==> src/rtl/ne16_descale.sv <==
// ne16_descale: two-stage streaming requantizer (right shift, optional round-half-up, clip to OUT_ACC)
module ne16_descale #(
  parameter int INP_ACC  = 32,
  parameter int OUT_ACC  = 8,
  parameter int N_SHIFTS = 32,
  parameter int SHIFT_W  = $clog2(N_SHIFTS),
  parameter int STRB_W   = (OUT_ACC + 7) / 8
) (
  input  logic                clk_i,
  input  logic                rst_ni,
  input  logic                test_mode_i,
  input  logic                clear_i,
  input  logic [INP_ACC-1:0]  data_i_data,
  input  logic                data_i_valid,
  output logic                data_i_ready,
  output logic [OUT_ACC-1:0]  data_o_data,
  output logic [STRB_W-1:0]   data_o_strb,
  output logic                data_o_valid,
  input  logic                data_o_ready,
  input  logic [SHIFT_W-1:0]  shift_i,
  input  logic                round_i,
  input  logic                signed_i,
  output logic [15:0]         sat_cnt_o,
  output logic                busy_o
);
  localparam int W = INP_ACC + 1;
  localparam logic signed [W-1:0] S_MAX = {{(W-OUT_ACC+1){1'b0}}, {(OUT_ACC-1){1'b1}}};
  localparam logic signed [W-1:0] S_MIN = {{(W-OUT_ACC+1){1'b1}}, {(OUT_ACC-1){1'b0}}};
  localparam logic signed [W-1:0] U_MAX = {{(W-OUT_ACC){1'b0}}, {OUT_ACC{1'b1}}};
  logic                unused_test_mode;
  logic                v1, v2, r1, g1, sat2, ld2, sat;
  logic [INP_ACC-1:0]  x1;
  logic [SHIFT_W-1:0]  s1;
  logic signed [W-1:0] rnd, t, y, hi, lo, c;
  assign unused_test_mode = test_mode_i;
  assign ld2 = (!v2 | data_o_ready) & v1;
  assign data_i_ready = !v1 | ld2;
  assign data_o_valid = v2;
  assign data_o_strb = '1;
  assign busy_o = v1 | v2;
  // one extra bit of headroom so the rounding add can never wrap
  always_comb begin
    rnd = (r1 && s1 != '0) ? W'(1) << (s1 - SHIFT_W'(1)) : '0;
    t   = $signed({x1[INP_ACC-1], x1}) + rnd;
    y   = t >>> s1;
    hi  = g1 ? S_MAX : U_MAX;
    lo  = g1 ? S_MIN : '0;
    c   = y > hi ? hi : y < lo ? lo : y;
    sat = c != y;
  end
  always_ff @(posedge clk_i or negedge rst_ni) begin
    if (!rst_ni) begin
      v1 <= 1'b0;
      v2 <= 1'b0;
      x1 <= '0;
      s1 <= '0;
      r1 <= 1'b0;
      g1 <= 1'b0;
      data_o_data <= '0;
      sat2 <= 1'b0;
      sat_cnt_o <= '0;
    end else if (clear_i) begin
      v1 <= 1'b0;
      v2 <= 1'b0;
      sat_cnt_o <= '0;
    end else begin
      if (data_i_ready) v1 <= data_i_valid;
      if (data_i_ready & data_i_valid) begin
        x1 <= data_i_data;
        s1 <= shift_i;
        r1 <= round_i;
        g1 <= signed_i;
      end
      if (ld2) begin
        v2 <= 1'b1;
        data_o_data <= c[OUT_ACC-1:0];
        sat2 <= sat;
      end else if (data_o_ready) v2 <= 1'b0;
      if (v2 & data_o_ready & sat2 & ~&sat_cnt_o) sat_cnt_o <= sat_cnt_o + 16'd1;
    end
  end
endmodule

==> config.mk <==
export PLATFORM = sky130hd
export DESIGN_NAME = ne16_descale
export DESIGN_NICKNAME = d
export VERILOG_FILES = /design/src/rtl/ne16_descale.sv
export SDC_FILE = /design/constraint.sdc
export NUM_CORES = 1
export LEC_CHECK = 0
export CAP_MARGIN = 30
export CELL_PAD_IN_SITES_DETAIL_PLACEMENT = 1
export CELL_PAD_IN_SITES_GLOBAL_PLACEMENT = 1
export CORE_UTILIZATION = 45
export CTS_CLUSTER_SIZE = 20
export DETAILED_ROUTE_END_ITERATION = 10
export GPL_ROUTABILITY_DRIVEN = 0
export GPL_TIMING_DRIVEN = 0
export PLACE_DENSITY = 0.8
export SYNTH_ARGS = -nofsm -noshare
export SYNTH_HDL_FRONTEND = slang
export SYNTH_SLANG_ARGS = --single-unit
==> constraint.sdc <==
create_clock -name clk_i -period 10.5 [get_ports clk_i]
set_input_delay 2.1 -clock clk_i [delete_from_list [all_inputs] [get_ports clk_i]]
set_output_delay 2.1 -clock clk_i [all_outputs]
set_load 0.01 [all_outputs]
# [Word level (Yosys, flattened, before mapping)]
# Cells that the tools add are included.
[totals] input_bits=45 regBits=66
[op_classes] n_bitwise=9 n_eq_ne=1 addsub=3 mux=12 order_cmp=2 n_reduce_logical=11 shifts=2
[op_table] op="33-bit 2-to-1 mux" count=4
[op_table] op="32-bit by 33-bit adder with 33-bit output" count=1
[op_table] op="33-bit by 9-bit greater-than comparator with 1-bit output" count=1
[op_table] op="33-bit < comparator" count=1
[op_table] op="33-bit inequality test" count=1
[op_table] op="1-bit by 5-bit << shifter with 33-bit output (first input constant)" count=1
[op_table] op="33-bit by 5-bit >>> shifter with 33-bit output" count=1
[op_table] op="16-bit 2-to-1 mux" count=2
[op_table] op="16-bit by 1-bit adder with 16-bit output (second input constant)" count=1
[op_table] op="16-bit AND reduction" count=1
[op_table] op="8-bit 2-to-1 mux" count=1
[op_table] op="1-bit AND" count=5
[op_table] op="1-bit 2-to-1 mux" count=5
[op_table] op="5-bit nonzero test" count=1
[op_table] op="5-bit by 1-bit subtractor with 5-bit output (second input constant)" count=1
[op_table] op="2-bit AND reduction" count=2
[op_table] op="2-bit nonzero test" count=2
[op_table] op="1-bit logical NOT" count=3
[op_table] op="1-bit bitwise OR" count=3
[op_table] op="3-bit nonzero test" count=1
[op_table] op="1-bit logical AND" count=1
[op_table] op="1-bit NOT" count=1

# [Depth between registers and ports, before layout]
[logic_depth] depth_word=9 ltp_mapped=42 mapped_depth_nobuf=36

# [Worst setup path before layout]
# No wires, ideal clock.
[synth_timing] path_kind="flip-flop to flip-flop" startpoint="register s1[2]" endpoint="register data_o_data[7]" arrival_time_ns=7.410 path_stages_with_launch=38 required_time_ns=10.361 setup_slack_ns=2.951 n_path_buf=7 path_cell_list="dfrtp_1 clkbuf_1 clkbuf_1 clkbuf_1 buf_1 clkbuf_1 clkbuf_1 nand4_1 nor2_1 ha_1 buf_6 a21o_1 and3_1 a2111oi_4 o21ai_1 o211a_1 or2_1 o221a_1 [... 2 more ...] inv_1 ha_1 nor2b_1 o21a_1 o21a_1 o21a_1 o21a_1 o21a_1 o21a_1 o21ai_0 a21oi_1 o31ai_1 a21oi_1 or2_2 a31oi_1 o2111ai_1 o21ai_1 a31oi_1"
[synth_between] elab_chain_cells=8 elab_cells_between_ends=11 cone_classes="2 x add/sub; 2 x order compare; 2 x shift; 3 x mux; 2 x reduce/logical"
[synth_lines] item="start: declaration" line_no="33" text="logic [SHIFT_W-1:0] s1;"
[synth_lines] item="start signal: assignment" line_no="70" text="s1 <= shift_i;"
[synth_lines] item="5-bit by 1-bit subtractor with 5-bit output or 5-bit nonzero test (tied branches)" line_no="43" text="rnd = (r1 && s1 != '0) ? W'(1) << (s1 - SHIFT_W'(1)) : '0;"
[synth_lines] item="1-bit by 5-bit << shifter with 33-bit output or 1-bit logical AND (tied branches)" line_no="43"
[synth_lines] item="33-bit 2-to-1 mux" line_no="43"
[synth_lines] item="32-bit by 33-bit adder with 33-bit output" line_no="44" text="t = $signed({x1[INP_ACC-1], x1}) + rnd;"
[synth_lines] item="33-bit by 5-bit >>> shifter with 33-bit output (*)" line_no="45" text="y = t >>> s1;"
[synth_lines] item="33-bit < comparator" line_no="48" text="c = y > hi ? hi : y < lo ? lo : y;"
[synth_lines] item="33-bit 2-to-1 mux" line_no="48"
[synth_lines] item="33-bit 2-to-1 mux (*)" line_no="48"
[synth_lines] item="end signal: assignment" line_no="76" text="data_o_data <= c[OUT_ACC-1:0];"
[synth_lines] item="end: declaration" line_no="16" text="output logic [OUT_ACC-1:0] data_o_data,"
# Every way passes the cells marked *; elsewhere a longest branch is shown, timed or not.
# A chain may end at the register's enable or synchronous reset.

# [Worst setup path after layout]
# Same ends and word-level chain as after synthesis.

==> impl_results.md <==
- Status: complete, no violations
- Sw frac: between 40% and 50%
- Final #Nets: about 1400
- ANT nets after route: 0
- GRT overflow: 0
- CP most frequent cell: o21a_1
- Delay of the slowest cell on the worst path: around 560 ps
- Yosys warns: 0
- HP Class: flip-flop to flip-flop
- Avg Cell Area, Syn: between 7 and 8 um2
- DRC viols: 0
- Crit Reg-Reg Endpoint: data_o_data[7]
- Clock Power Share: 21.0%
- Netlist cell types: 98
- TritonCTS Sinks: 66
- Complex-gate fraction of the synthesized area: around a third
- Final WL: between 30 and 40 mm
- # hold bufs at CTS: 0
- Setup total negative slack: 0 ps
- Layout Area Growth over Synthesis: 15.33%
- CTS root buf: clkbuf_16
- Power Total: ~0.0017 W
- Post-DR wirelength/cell: around 23 um
- Final setup fails: 0
- Pins Over Slew Limit: 0
- Largest net degree at the start of global routing: 67
- Critical path class: flip-flop to flip-flop
- Max Clk Rate: ~100 MHz
- Hold Crit Depth: 1
- Ys flop type: dfrtp_1
- Clock tree buffer depth: 2
- Post-Synth XOR/XNOR Area: 3.082%
- Max-cap violations: 0
- Critical Path AT: between 10000 and 15000 ps
- VDD IR-drop max: between 0.00008 and 0.00009 V
- Post-Synth Simple-Gate Area: 24.07%
- Reg2reg setup slack: approximately 460 ps
- Hold path startpoint: data_o_data[5]
- TritonCTS Buffers: 9
- Power Internal: 0.0008600 W
- Leakage power: about 4.2 nW
- Least-Margin Pin Slew: around 910 ps
- H-tree depth: 3
- Vias: around 10000
- Worst Reg-to-Reg Cells: 36
- Core Region: 0.01965 mm2
- # rows: 51
- Syn Nets: 1302
- Final hold vios: 0
- Post-synth ARST share: 100.0%
- Clk Latency, worst-skew pair: about 370 ps
- Synth Register Bits: 66
- Mux contribution to synthesized area: 9.272%
- Critical Path Start: s1[2]
- Most common cell after layout, fill and taps aside: nor2_1
- Port bufs: 70
- Critical Path RT: 10750 ps
- Commonest non-fill, non-tap cells in the layout: 138 x nor2_1, 126 x nand2_1, 82 x a21oi_1, 69 x clkdlybuf4s50_1, 66 x dfrtp_1
- Worst Skew: 22.83 ps
- Sequential-to-total area share from yosys stat: about 18%
- Vias in the first global route: 10290
- Cells after Synth: ~1200
- Die ar.: between 0.02 and 0.025 mm2
- Largest family of logic cells by synthesized area: compound AO/OA/AOI/OAI gates
- CTS tree: built
- I/O pin count: 73
- Pwr/cell area: ~160 mW/mm2
- RSZ-0062 raised after global routing: no
- HPWL Detailed: 28.54 mm
- Crit. End Element: flip-flop
- Die width: 144.2 um
- Combinational share of power: between 60% and 70%
- Initial Utilization: 46.28%
- Syn Std Cell Area: 0.009095 mm2
- Vert. Die Dim: 144.2 um
- Crit path launch type: flip-flop
- Switching pwr: 0.0008141 W
- Seq pwr share: a little under a fifth
- R2R Path Start: s1[2]
- Fraction of layout cells with a size suffix above 1: between 10% and 20%
- WHS Endpoint: data_o_data[5]
- Period utilisation layout: ~96%
- Worst slew margin: 39.29%
- GRT Resource Usage Total: between 30% and 40%
- Initial antenna violation count: 1
- Hold WS: ~500 ps
- Via density: around 6.7
- Adder-cell share of the synthesized area: between 8 and 9%
- Worst path slowest cell: clkbuf_1
- Pre-antenna DRT Iters: 5
- DR iter-0 viols: 1041
- EDFF count, synth: 0
- Reg clk slew, reported paths: 80 ps
- Crit path max fanout: 10
- First-pass GRT wire length: ~56 mm
- Final min period: 10040 ps
[state kept, by name, indices dropped and copies added, names as in the netlist]
name and flops:
data_o_data 8, data_o_valid 1, g1 1, r1 1, s1 5, sat2 1, sat_cnt_o 16, v1 1
x1 32
[cells in the mapped netlist (8+ instances only)]
library cell / n / share of area [%]
o21ai_1: 16 / 0.88
nor4_1: 13 / 0.89
and3_1: 8 / 0.55
nand2_1: 126 / 5.2
nor2_1: 138 / 5.7
nand4_1: 28 / 1.9
xnor2_1: 16 / 1.5
ha_1: 60 / 8.3
buf_1: 9 / 0.37
and4_1: 12 / 1.2
a21oi_1: 83 / 4.6
mux2_2: 44 / 5.4
xor2_1: 16 / 1.5
nand2b_1: 9 / 0.62
o22ai_1: 11 / 0.76
mux2i_1: 19 / 2.1
buf_2: 23 / 1.3
o21ai_0: 59 / 3.2
nor3_1: 34 / 1.9
inv_1: 24 / 0.99
a211o_1: 8 / 0.77
a21o_1: 17 / 1.4
and2_1: 8 / 0.55
nor2b_1: 12 / 0.83
o221ai_1: 8 / 0.77
o211ai_1: 25 / 2.1
or3_1: 15 / 1.0
o21a_1: 24 / 2.0
a211oi_1: 20 / 1.7
o31ai_1: 13 / 1.1
a31oi_1: 13 / 0.89
a311oi_1: 8 / 0.77
dfrtp_1: 66 / 18
clkbuf_1: 42 / 1.7
nand3_1: 19 / 1.0
[kinds of logic after synthesis]
logic type | count (synthesis)
compound gates | 405
xor+xnor | 32
fa+ha+maj | 61
buf+inv | 107
flops | 66
mux | 70
other cells | 2
simple gates | 453
[per-layer routing]
metal / track usage, % / vias up / routed length (um)
met2: 55.53 / 481 / 16060
met1: 46.66 / 5120 / 15560
met4: 14.63 / 0 / 1263
met5: 0 / - / 0
li1: - / 4712 / -
met3: 8.940 / 93 / 3464
[critical path, delay by kind of cell (launching register included)]
family	cells	cell delay, ps
AO/OA/AOI/OAI	19	3490
buffers and inverters	7	2740
AND/OR/NAND/NOR	6	1880
multiplexers	1	560
XOR/XNOR	1	460
adder cells (fa/ha/maj)	2	440
flip-flops	1	320
[power groups by stage]
stage / clock, W / combinational (W) / sequential, W
3_3_place_gp: 0 / 0.000937 / 0.000315
6_report: 0.000352 / 0.00101 / 0.000312
3_5_place_dp: 0 / 0.000962 / 0.000317
4_1_cts: 0.000355 / 0.000973 / 0.000312
2_1_floorplan: 0 / 0.000660 / 0.000313
5_1_grt: 0.000364 / 0.00108 / 0.000316
[worst max-delay path by stage]
stage | to | slack (ps) | cells past startpoint
finish | data_o_data[7] | 460 | 36
global route | data_o_data[7] | 80 | 36
CTS | data_o_data[7] | 220 | 36
detailed placement | data_o_data[1] | 20 | 35
global placement | data_o_data[7] | 240 | 36
floorplan | data_o_data[7] | 2950 | 37
[cell type report]
class,count,area [um2]
Fill cell,2550,9165
Tap cell,265,331.6
Clock buffer,9,225.2
Multi-Input combinational cell,1023,7007
Antenna cell,1,2.502
Sequential cell,66,1652
Timing Repair Buffer,71,703.2
Buffer,80,365.4
Inverter,27,101.3
Clock inverter,7,101.3
[stage by stage]
step	setup slack, ps	instance area [um2]	utilization, %	cells
floorplan	2951	9095	-	1196
global placement	237.5	10130	51.53	1531
detailed placement	20.38	10130	51.54	1532
CTS	220.0	10460	53.23	1548
global route	76.77	10490	53.36	1548
finish	463.4	10490	53.37	1549
[timing repair]
action,in CTS,in global routing
setup endpoints to repair,5,9
resized for setup,1,7
setup buffers,0,0
Power figures use the tool's default switching activity.
